==> config.mk <==
export PLATFORM = sky130hd
export DESIGN_NAME = jio_tty
export DESIGN_NICKNAME = d
export VERILOG_FILES = /design/src/rtl/jio_pkg.sv /design/src/rtl/jfifo.sv /design/src/rtl/jio_tty.sv
export SDC_FILE = /design/constraint.sdc
export NUM_CORES = 1
export LEC_CHECK = 0
export BUFFER_PORTS_ARGS = -buffer_cell sky130_fd_sc_hd__clkbuf_2
export CAP_MARGIN = 20
export CORE_MARGIN = 8
export CORE_UTILIZATION = 35
export DETAILED_ROUTE_END_ITERATION = 8
export GPL_ROUTABILITY_DRIVEN = 1
export HOLD_SLACK_MARGIN = 0.15
export SLEW_MARGIN = 25
export SYNTH_ARGS = -nofsm -noshare
export SYNTH_HDL_FRONTEND = slang
export SYNTH_HIERARCHICAL = 1
export SYNTH_SLANG_ARGS = --single-unit
==> constraint.sdc <==
create_clock -name CLK -period 2.9 [get_ports CLK]
set_input_delay 0.435 -clock CLK [delete_from_list [all_inputs] [get_ports CLK]]
set_output_delay 0.435 -clock CLK [all_outputs]
set_load 0.005 [all_outputs]
==> src/rtl/jio_pkg.sv <==
// Shared constants and types for the jio_tty I/O controller.
// Device addresses, drain FSM states and status bit positions.
package jio_pkg;

  localparam logic [7:0] TTY_ADDR_DEF  = 8'd0;
  localparam logic [7:0] KBD_ADDR_DEF  = 8'd1;
  localparam logic [7:0] STAT_ADDR_DEF = 8'd2;

  typedef enum logic {
    IDLE,
    HOLD
  } drain_e;

  localparam int ST_KBD    = 0;
  localparam int ST_NEMPTY = 1;
  localparam int ST_FULL   = 2;
  localparam int ST_OVF    = 3;

endpackage

==> src/rtl/jfifo.sv <==
// Small synchronous FIFO with combinational head output.
// Push and pop in the same cycle both succeed, even when full.
module jfifo #(
  parameter int DEPTH = 4,
  parameter int W     = 8
) (
  input  logic                     clk_i,
  input  logic                     rst_n_i,
  input  logic                     push_i,
  input  logic                     pop_i,
  input  logic [W-1:0]             din_i,
  output logic [W-1:0]             dout_o,
  output logic                     full_o,
  output logic                     empty_o,
  output logic [$clog2(DEPTH):0]   count_o
);

  localparam int AW = $clog2(DEPTH);

  logic [W-1:0]  mem_q [DEPTH];
  logic [AW-1:0] wr_ptr_q, rd_ptr_q;
  logic [AW:0]   cnt_q;
  logic          do_push, do_pop;

  assign empty_o = (cnt_q == '0);
  assign full_o  = (cnt_q == (AW+1)'(DEPTH));
  assign count_o = cnt_q;
  assign dout_o  = mem_q[rd_ptr_q];

  assign do_pop  = pop_i & ~empty_o;
  assign do_push = push_i & (~full_o | do_pop);

  always_ff @(posedge clk_i) begin
    if (do_push) mem_q[wr_ptr_q] <= din_i;
  end

  always_ff @(posedge clk_i) begin
    if (!rst_n_i) begin
      wr_ptr_q <= '0;
      rd_ptr_q <= '0;
      cnt_q    <= '0;
    end else begin
      if (do_push) wr_ptr_q <= wr_ptr_q + AW'(1);
      if (do_pop)  rd_ptr_q <= rd_ptr_q + AW'(1);
      unique case ({do_push, do_pop})
        2'b10:   cnt_q <= cnt_q + (AW+1)'(1);
        2'b01:   cnt_q <= cnt_q - (AW+1)'(1);
        default: cnt_q <= cnt_q;
      endcase
    end
  end

endmodule

==> src/rtl/jio_tty.sv <==
// Clocked TTY / keyboard / status controller on the CPU I/O lines.
// Buffers TTY bytes and shows each on the display for a hold window.
module jio_tty
  import jio_pkg::*;
#(
  parameter logic [7:0] TTY_ADDR    = TTY_ADDR_DEF,
  parameter logic [7:0] KBD_ADDR    = KBD_ADDR_DEF,
  parameter logic [7:0] STAT_ADDR   = STAT_ADDR_DEF,
  parameter int         FIFO_DEPTH  = 4,
  parameter int         HOLD_CYCLES = 50_000_000
) (
  input  logic       CLK,
  input  logic       reset_n,
  input  logic       io_s,
  input  logic       io_e,
  input  logic       io_da,
  input  logic       io_io,
  input  logic [7:0] bus_in,
  output logic [7:0] bus_out,
  input  logic [7:0] sw,
  input  logic       key,
  output logic [7:0] disp,
  output logic       disp_busy
);

  localparam int AW = $clog2(FIFO_DEPTH);
  localparam int CW = (HOLD_CYCLES > 1) ? $clog2(HOLD_CYCLES) : 1;

  logic addr_s, wr_s, rd_s;
  logic addr_q, wr_q, rd_q, key_q, arm_q;
  logic addr_re, wr_re, key_re, rd_fe;

  logic [7:0] dev_sel_q;
  logic [7:0] kbd_data_q;
  logic       kbd_valid_q;
  logic       ovf_q;

  logic          push, pop;
  logic          f_full, f_empty;
  logic [7:0]    f_head;
  logic [AW:0]   f_count;
  logic [7:0]    stat;

  drain_e        state_q;
  logic [CW-1:0] hold_q;
  logic [7:0]    disp_q;
  logic          busy_q;

  assign addr_s = io_s & io_io & io_da;
  assign wr_s   = io_s & io_io & ~io_da;
  assign rd_s   = io_e & ~io_io & ~io_da;

  // arm_q masks strobes that were already high when reset released
  assign addr_re = arm_q & addr_s & ~addr_q;
  assign wr_re   = arm_q & wr_s & ~wr_q;
  assign key_re  = arm_q & key & ~key_q;
  assign rd_fe   = arm_q & rd_q & ~rd_s;

  assign push = wr_re & (dev_sel_q == TTY_ADDR);
  assign pop  = (state_q == IDLE) & ~f_empty;

  jfifo #(
    .DEPTH (FIFO_DEPTH),
    .W     (8)
  ) u_fifo (
    .clk_i   (CLK),
    .rst_n_i (reset_n),
    .push_i  (push),
    .pop_i   (pop),
    .din_i   (bus_in),
    .dout_o  (f_head),
    .full_o  (f_full),
    .empty_o (f_empty),
    .count_o (f_count)
  );

  always_comb begin
    stat            = '0;
    stat[ST_KBD]    = kbd_valid_q;
    stat[ST_NEMPTY] = (f_count != '0);
    stat[ST_FULL]   = (f_count == (AW+1)'(FIFO_DEPTH));
    stat[ST_OVF]    = ovf_q;
  end

  always_comb begin
    bus_out = '0;
    if (rd_s) begin
      unique case (1'b1)
        (dev_sel_q == KBD_ADDR):
          bus_out = kbd_valid_q ? kbd_data_q : 8'h00;
        (dev_sel_q == STAT_ADDR):
          bus_out = stat;
        default:
          bus_out = '0;
      endcase
    end
  end

  always_ff @(posedge CLK) begin
    if (!reset_n) begin
      addr_q      <= 1'b0;
      wr_q        <= 1'b0;
      rd_q        <= 1'b0;
      key_q       <= 1'b0;
      arm_q       <= 1'b0;
      dev_sel_q   <= '0;
      kbd_data_q  <= '0;
      kbd_valid_q <= 1'b0;
      ovf_q       <= 1'b0;
    end else begin
      addr_q <= addr_s;
      wr_q   <= wr_s;
      rd_q   <= rd_s;
      key_q  <= key;
      arm_q  <= 1'b1;
      if (addr_re) dev_sel_q <= bus_in;
      if (key_re) begin
        kbd_data_q  <= sw;
        kbd_valid_q <= 1'b1;
      end else if (rd_fe && dev_sel_q == KBD_ADDR) begin
        kbd_valid_q <= 1'b0;
      end
      if (push && f_full && !pop) begin
        ovf_q <= 1'b1;
      end else if (rd_fe && dev_sel_q == STAT_ADDR) begin
        ovf_q <= 1'b0;
      end
    end
  end

  always_ff @(posedge CLK) begin
    if (!reset_n) begin
      state_q <= IDLE;
      hold_q  <= '0;
      disp_q  <= '0;
      busy_q  <= 1'b0;
    end else begin
      unique case (state_q)
        IDLE: begin
          if (!f_empty) begin
            disp_q  <= f_head;
            hold_q  <= CW'(HOLD_CYCLES - 1);
            busy_q  <= 1'b1;
            state_q <= HOLD;
          end
        end
        HOLD: begin
          if (hold_q == '0) begin
            busy_q  <= 1'b0;
            state_q <= IDLE;
          end else begin
            hold_q <= hold_q - CW'(1);
          end
        end
        default: state_q <= IDLE;
      endcase
    end
  end

  assign disp      = disp_q;
  assign disp_busy = busy_q;

endmodule

==> run_results.csv, run 1 <==
group,metric,value,unit
route,drc,0,
sta,slew_violations,0,
placement,place_congestion,0.805,
layout,utilization,0.420,
setup_path,arrival,2.18,ns
sta,rsz0062_at_grt,"false",
cts,cts_setup_buffers,0,
grt,overflow,0,
cts,clk_pin_slew_worst_paths,0.07,ns
cts,clock_path_buffers,2,
grt,grt_max_degree,29,
cts,cts_resized,0,
power,leakagePower,1.86,nW
power,peakVddDrop,0.000261,V
floorplanning,initial_utilization,0.361,
setup_path,reg2reg_slack,0.34,ns
layout,final_layout_size_suffix_gt1_frac,0.195,
floorplanning,die_y,128,um
cts,cts_buffers,9,
layout,n_antenna_cell,0,
grt,grt_pass1_wl,15.4,mm
route,firstDrtPassIters,5,
synth,synth-seq-cells,100,
worst_hold_path,worst_hold_path_type,"input port to flop",
cts,cts_root_buf,"clkbuf_16",
route,num_vias,3128,
setup_path,required,2.47,ns
grt,antenna_found_initial,0,
setup_path,reg2reg_from,"hold_q[0]$_SDFFE_PN0P_",
synth,ys_types,60,
sta,max_freq,382,MHz
setup_path,rr_worst_depth,7,
grt,grt_pass1_vias,3117,
placement,numPortBuffers,39,
floorplanning,placementRows,40,
route,ant_nets,0,
layout,fin_nets,471,
worst_hold_path,hp-start,"io_da",
floorplanning,ioPinCount,40,
route,wl_per_cell,15.2,um
cts,clock_latency,0.34,ns
synth,synth-edff-count,32,
floorplanning,fp.dieArea,16300,um2
cts,ctsHtreeMaxLevel,3,
placement,dpl.hpwl,6.56,mm
outcome,status,"finished clean",
power,p_total,3.24,mW
power,p_per_area,640,nW/um2
run,drv_cap,0,
synth,yosys_warnings,6,
worst_hold_path,holdPathEnd,"wr_q$_SDFF_PN0_",
sta,hold_viol,0,
synth,synth.avg_cell_area,11.0,um2
sta,hold_slack,0.299,ns
floorplanning,core,12100,um2
grt,track_usage,0.118,
route,vias_per_cell,5.09,
setup_path,end_kind,"primary output",
sta,tightestPinTransition,0.875,ns
setup_path,crit_chain,"nor4_1, nand2_1, nor3b_1, buf_4, and4_1, and2_1, clkbuf_2",
synth,synth_area,4350,um2
setup_path,critical-path-max-stage-delay,0.41,ns
synth,async_flop_share,0,
sta,period_share,0.902,
setup_path,cp_max_fo,6,
sta,fin_worst_skew,0.00731,ns
layout,areaGrowthSynthToFinish,16.2,%
sta,finalSetupViolCount,0,
sta,post-route-min-period,2.62,ns
floorplanning,die_x,128,um
synth,syn_inst,397,
cts,cts_hold_buf,0,
cts,cts_tree,"built",
worst_hold_path,whs_path_depth,2,
synth,synth-seq-area-share,0.533,
synth,synth_flop_cell,"dfxtp_1",
setup_path,critPathLaunchType,"flop",
synth,syn-num-nets,427,
route,drt_iter0_drc,115,
sta,final.setup.tns,0,ns
route,wl,9.31,mm
sta,max_slew_margin,0.414,
setup_path,slowest_stage,"nor4_1",
cts,clock-sinks,100,
setup_path,path_class,"flop to primary output",
setup_path,r2r_end,"hold_q[16]$_SDFFE_PN0P_",
==> layout make-up <==
class	count	area, um2
Clock buffer	10	229
Sequential cell	100	2320
Multi-Input combinational cell	264	1890
Timing Repair Buffer	51	285
Fill cell	1178	7000
Clock inverter	6	63.8
Inverter	15	56.3
Tap cell	168	210
==> registers in the layout, indices dropped and copies added (netlist names), named ones only <==
register,cells
wr_q,1
disp,8
rd_q,1
state_q,1
dev_sel_q,8
disp_busy,1
u_fifo/count_o,3
u_fifo/mem_q,32
u_fifo/wr_ptr_q,2
kbd_data_q,8
u_fifo/rd_ptr_q,2
hold_q,26
ovf_q,1
addr_q,1
key_q,1
kbd_valid_q,1
arm_q,1
==> cells by family (layout without fill, tap and decap cells) <==
family	Yosys count	after routing	synth area share
AOI/OAI and AO/OA	78	78	0.128
adders and majority gates	7	7	0.0218
DFF	100	100	0.533
muxes	26	26	0.0828
buffers and inverters	33	82	0.0316
and+or+nand+nor	146	146	0.189
xor gates and xnor gates	7	7	0.0141
==> cells in the mapped netlist, types with 3 or more instances <==
master | count | area (um2)
a2111oi_0 | 3 | 26.3
a21boi_0 | 9 | 67.6
a21oi_1 | 17 | 85.1
a31oi_1 | 7 | 43.8
and2_1 | 12 | 75.1
and3_1 | 3 | 18.8
buf_2 | 5 | 25.0
clkbuf_1 | 9 | 33.8
dfxtp_1 | 68 | 1360
edfxtp_1 | 32 | 961
ha_1 | 6 | 75.1
inv_1 | 13 | 48.8
mux2i_1 | 18 | 180
mux4_2 | 8 | 180
nand2_1 | 39 | 146
nand3_1 | 7 | 35.0
nand4_1 | 6 | 37.5
nor2_1 | 14 | 52.6
nor2b_1 | 15 | 93.8
nor3_1 | 7 | 35.0
nor4_1 | 6 | 37.5
o21ai_0 | 9 | 45.0
o311a_1 | 3 | 30.0
o31a_1 | 3 | 26.3
o31ai_1 | 8 | 60.1
o41ai_1 | 3 | 26.3
or2_2 | 4 | 25.0
or3_1 | 10 | 62.6
or4_1 | 7 | 52.6
xnor2_1 | 5 | 43.8
==> cells in the final DEF (no fill, tap or decap), drive strengths merged, types with 4 or more instances in the layout <==
cell    count
and2       12
nand3       7
inv        15
nor4        7
clkinv      5
mux4        8
xnor2       5
a21oi      17
or4         9
o21ai       9
a21boi     12
or3        11
clkbuf     49
nor3        9
nand4       6
buf        12
nand2      39
ha          6
nor2b      15
mux2i      18
or2         4
nor2       15
a31oi       7
dfxtp      68
edfxtp     32
o31ai       8
==> metrics by stage <==
step	instances	instance area, um2	setup WS (ns)
4_1_cts	614	5060	0.233
3_3_place_gp	598	4770	0.416
6_report	614	5060	0.285
3_5_place_dp	598	4770	0.324
5_1_grt	614	5060	0.0687
2_1_floorplan	397	4350	0.0633
==> routing by layer <==
metal	wire length [um]	GRT usage
met1	4370	0.147
met2	4570	0.196
met3	256	0.0270
met4	121	0.0462
met5	0	0
==> worst max-delay path, delay by kind of cell, from the launching register on <==
kind,cells,cell delay (ns)
DFF,1,0.31
and+or+nand+nor,5,1.24
buffers and inverters,2,0.29
==> where the power goes <==
part / internal [mW] / total (mW) / switching [mW] / leakage (nW)
Sequential: 1.50 / 1.55 / 0.0495 / 0.840
Clock: 0.669 / 1.17 / 0.505 / 0.142
Combinational: 0.205 / 0.517 / 0.312 / 0.882
Total: 2.37 / 3.24 / 0.867 / 1.86
==> worst max-delay path by stage <==
stage	from	end	slack, ns	cells past startpoint
floorplan	u_fifo/count_o[0]$_SDFFE_PN0P_	u_fifo/count_o[2]$_SDFFE_PN0P_	0.06	13
global placement	io_da	u_fifo/count_o[2]$_SDFFE_PN0P_	0.42	11
detailed placement	io_io	u_fifo/count_o[2]$_SDFFE_PN0P_	0.32	12
CTS	dev_sel_q[4]$_SDFFE_PN0P_	bus_out[4]	0.23	7
global route	hold_q[0]$_SDFFE_PN0P_	hold_q[16]$_SDFFE_PN0P_	0.07	7
finish	dev_sel_q[4]$_SDFFE_PN0P_	bus_out[6]	0.28	7
Note: power is estimated with default switching activity, not from simulation.
==> run 2: changes to the inputs <==
--- a/config.mk
+++ b/config.mk
@@ -5,10 +5,12 @@
 export SDC_FILE = /design/constraint.sdc
 export NUM_CORES = 1
 export LEC_CHECK = 0
+export ABC_AREA = 1
 export BUFFER_PORTS_ARGS = -buffer_cell sky130_fd_sc_hd__clkbuf_2
 export CAP_MARGIN = 20
 export CORE_MARGIN = 8
 export CORE_UTILIZATION = 35
+export CTS_CLUSTER_SIZE = 14
 export DETAILED_ROUTE_END_ITERATION = 8
 export GPL_ROUTABILITY_DRIVEN = 1
 export HOLD_SLACK_MARGIN = 0.15
==> run_results.csv, run 2 <==
group,metric,value,unit
synth,synth_flop_cell,"dfxtp_1",
layout,areaGrowthSynthToFinish,14.6,%
cts,ctsHtreeMaxLevel,3,
floorplanning,initial_utilization,0.357,
sta,fin_worst_skew,0.00917,ns
floorplanning,ioPinCount,40,
grt,track_usage,0.129,
synth,syn_inst,604,
setup_path,cp_top_family,"simple AND/OR/NAND/NOR gates",
layout,regMostFlops,"u_fifo/mem_q",
floorplanning,die_x,132,um
cts,clock_latency,0.35,ns
route,drt_iter0_drc,221,
layout,fin_nets,675,
placement,post-place-ws,0.731,ns
setup_path,critical-path-max-stage-delay,0.38,ns
setup_path,reg2reg_slack,0.70,ns
setup_path,path_class,"flop to flop",
run,drv_cap,0,
route,drc,0,
setup_path,cp.buffers_inverters,3,
sta,setup_ws,0.703,ns
cts,cts_root_buf,"clkbuf_16",
synth,async_flop_share,0,
floorplanning,die_y,132,um
placement,dpl.hpwl,7.74,mm
cts,cts_setup_buffers,0,
setup_path,reg2reg_from,"u_fifo/count_o[1]$_SDFFE_PN0P_",
floorplanning,core,13200,um2
route,ant_nets,0,
layout,largest_reg_flops,32,
layout,stdcell_area,5390,um2
setup_path,crit_chain,"nor2_2, nand2_2, inv_1, nor2_1, inv_1, nand3_2, nand2_1, ha_1, inv_1, fa_1, nand2_1, nand3_1, nand2_1, nand2_1, nor2_1",
setup_path,cp_common_cell,"nand2_1",
setup_path,crit_cells,15,
setup_path,required,3.18,ns
placement,dpl_cell_area,5070,um2
route,vias_per_cell,4.90,
power,p_per_area,763,nW/um2
route,wl_per_cell,13.3,um
synth,netlist_top_cells_count,"nor2_1, nand2_1, dfxtp_1, nand3_1, inv_1",
sta,max_freq,455,MHz
cts,cts_tree,"built",
sta,max_slew_margin,0.586,
power,peakVddDrop,0.000270,V
route,wl,11.0,mm
cts,cts_resized,0,
cts,clock-sinks,100,
sta,post-route-min-period,2.20,ns
floorplanning,fp.dieArea,17400,um2
sta,hold_viol,0,
synth,syn-num-nets,634,
synth,synth_area,4700,um2
grt,grt_max_degree,42,
sta,slew_violations,0,
synth,synth-seq-area-share,0.494,
synth,ys_types,37,
cts,clk_pin_slew_worst_paths,0.07,ns
worst_hold_path,worst_hold_path_type,"input port to flop",
power,p_total,4.11,mW
synth,synth_top_area_frac,0.289,
layout,utilization,0.409,
layout,layout_commonest_cell,"nor2_1",
cts,clock_path_buffers,2,
grt,antenna_found_initial,0,
layout,n_antenna_cell,0,
synth,yosys-top-cells-area,"dfxtp_1, edfxtp_1, nor2_1, nand2_1, nand3_1",
outcome,status,"finished clean",
setup_path,r2r_end,"u_fifo/count_o[2]$_SDFFE_PN0P_",
layout,final_layout_size_suffix_gt1_frac,0.138,
setup_path,crit_start,"u_fifo/count_o[1]$_SDFFE_PN0P_",
setup_path,setup.worst_path.end,"u_fifo/count_o[2]$_SDFFE_PN0P_",
synth,synth.most_common_cell,"nor2_1",
setup_path,slowest_stage,"fa_1",
sta,rsz0062_at_grt,"false",
grt,grt_pass1_wl,18.6,mm
cts,cts_hold_buf,0,
setup_path,arrival,2.48,ns
placement,place_congestion,0.833,
sta,final.setup.tns,0,ns
setup_path,cp_max_fo,6,
route,firstDrtPassIters,5,
grt,grt_pass1_vias,3950,
grt,overflow,0,
floorplanning,placementRows,42,
setup_path,rr_worst_depth,15,
synth,synth.avg_cell_area,7.79,um2
sta,period_share,0.757,
synth,synth-edff-count,32,
synth,synth-seq-cells,100,
setup_path,critPathLaunchType,"flop",
synth,yosysTopAreaCell,"dfxtp_1",
sta,finalSetupViolCount,0,
setup_path,end_kind,"flop",
route,num_vias,4044,
power,leakagePower,2.21,nW
synth,yosys_warnings,6,
placement,numPortBuffers,39,
sta,tightestPinTransition,0.619,ns
cts,cts_buffers,9,
layout,layout_common_cells,"nor2_1, nand2_1, dfxtp_1, nand3_1, inv_1",
layout,reg_top3,"u_fifo/mem_q x32, hold_q x26",
-- run 2: cell count changes in the layout (fill, tap and decap cells not counted), moves of 9 or more --
cell      before  now
nor2_1        14  130
nand2_1       39   96
nand3_1        7   60
inv_1         13   50
o21ai_0        9   44
a21oi_1       17   36
mux2i_1       18    0
nor2b_1       15    0
and2_1        12    0
or3_1         10    0
a21boi_0       9    0
-- run 2: how the worst min path moves through the flow --
stage          depth (start not counted)                       from                        end  slack [ns]
2_1_floorplan                          2  dev_sel_q[0]$_SDFFE_PN0P_  dev_sel_q[0]$_SDFFE_PN0P_        0.44
3_5_place_dp                           2     hold_q[1]$_SDFFE_PN0P_     hold_q[1]$_SDFFE_PN0P_        0.48
4_1_cts                                3                        key           key_q$_SDFF_PN0_        0.29
6_report                               3                        key           key_q$_SDFF_PN0_        0.30
5_1_grt                                3                        key           key_q$_SDFF_PN0_        0.30
3_3_place_gp                           2     hold_q[1]$_SDFFE_PN0P_     hold_q[1]$_SDFFE_PN0P_        0.46
-- run 2: kinds of logic (layout without fill, tap and decap cells) --
family	count (synthesis)	in the layout	synth area share
simple gates	326	326	0.306
fa+ha+maj	7	7	0.0202
flops	100	100	0.494
xor+xnor	3	3	0.00559
compound gates	96	96	0.109
buf+inv	72	118	0.0660
-- run 2: routing by layer --
metal,vias up,share of wire,track usage
met5,-,0,0
met4,0,0.014,0.0491
met3,10,0.037,0.0286
met2,61,0.47,0.214
met1,1892,0.48,0.160
li1,2081,-,-
-- run 2: worst reg2reg max path, delay by kind of cell, from the launching register on --
family                     cells  cell delay (ns)
adders and majority gates      2             0.57
buffers and inverters          3             0.19
DFF                            1             0.37
and+or+nand+nor               10             0.98
-- run 2: stage by stage --
stage	hold WS, ns	std cells
floorplan	0.444	604
global placement	0.465	810
detailed placement	0.476	810
CTS	0.294	826
global route	0.300	826
finish	0.295	826
-- run 2: area by class of cell --
cell class	instances	area (um2)
Fill cell	1321	7800
Sequential cell	100	2320
Multi-Input combinational cell	432	2070
Timing Repair Buffer	47	255
Clock buffer	9	225
Tap cell	176	220
Inverter	55	206
Clock inverter	7	91.3
-- run 2: power by group --
part	internal, mW	total (mW)	switching (mW)
Sequential	1.54	1.64	0.0957
Clock	0.692	1.26	0.564
Combinational	0.419	1.22	0.800
Total	2.65	4.11	1.46
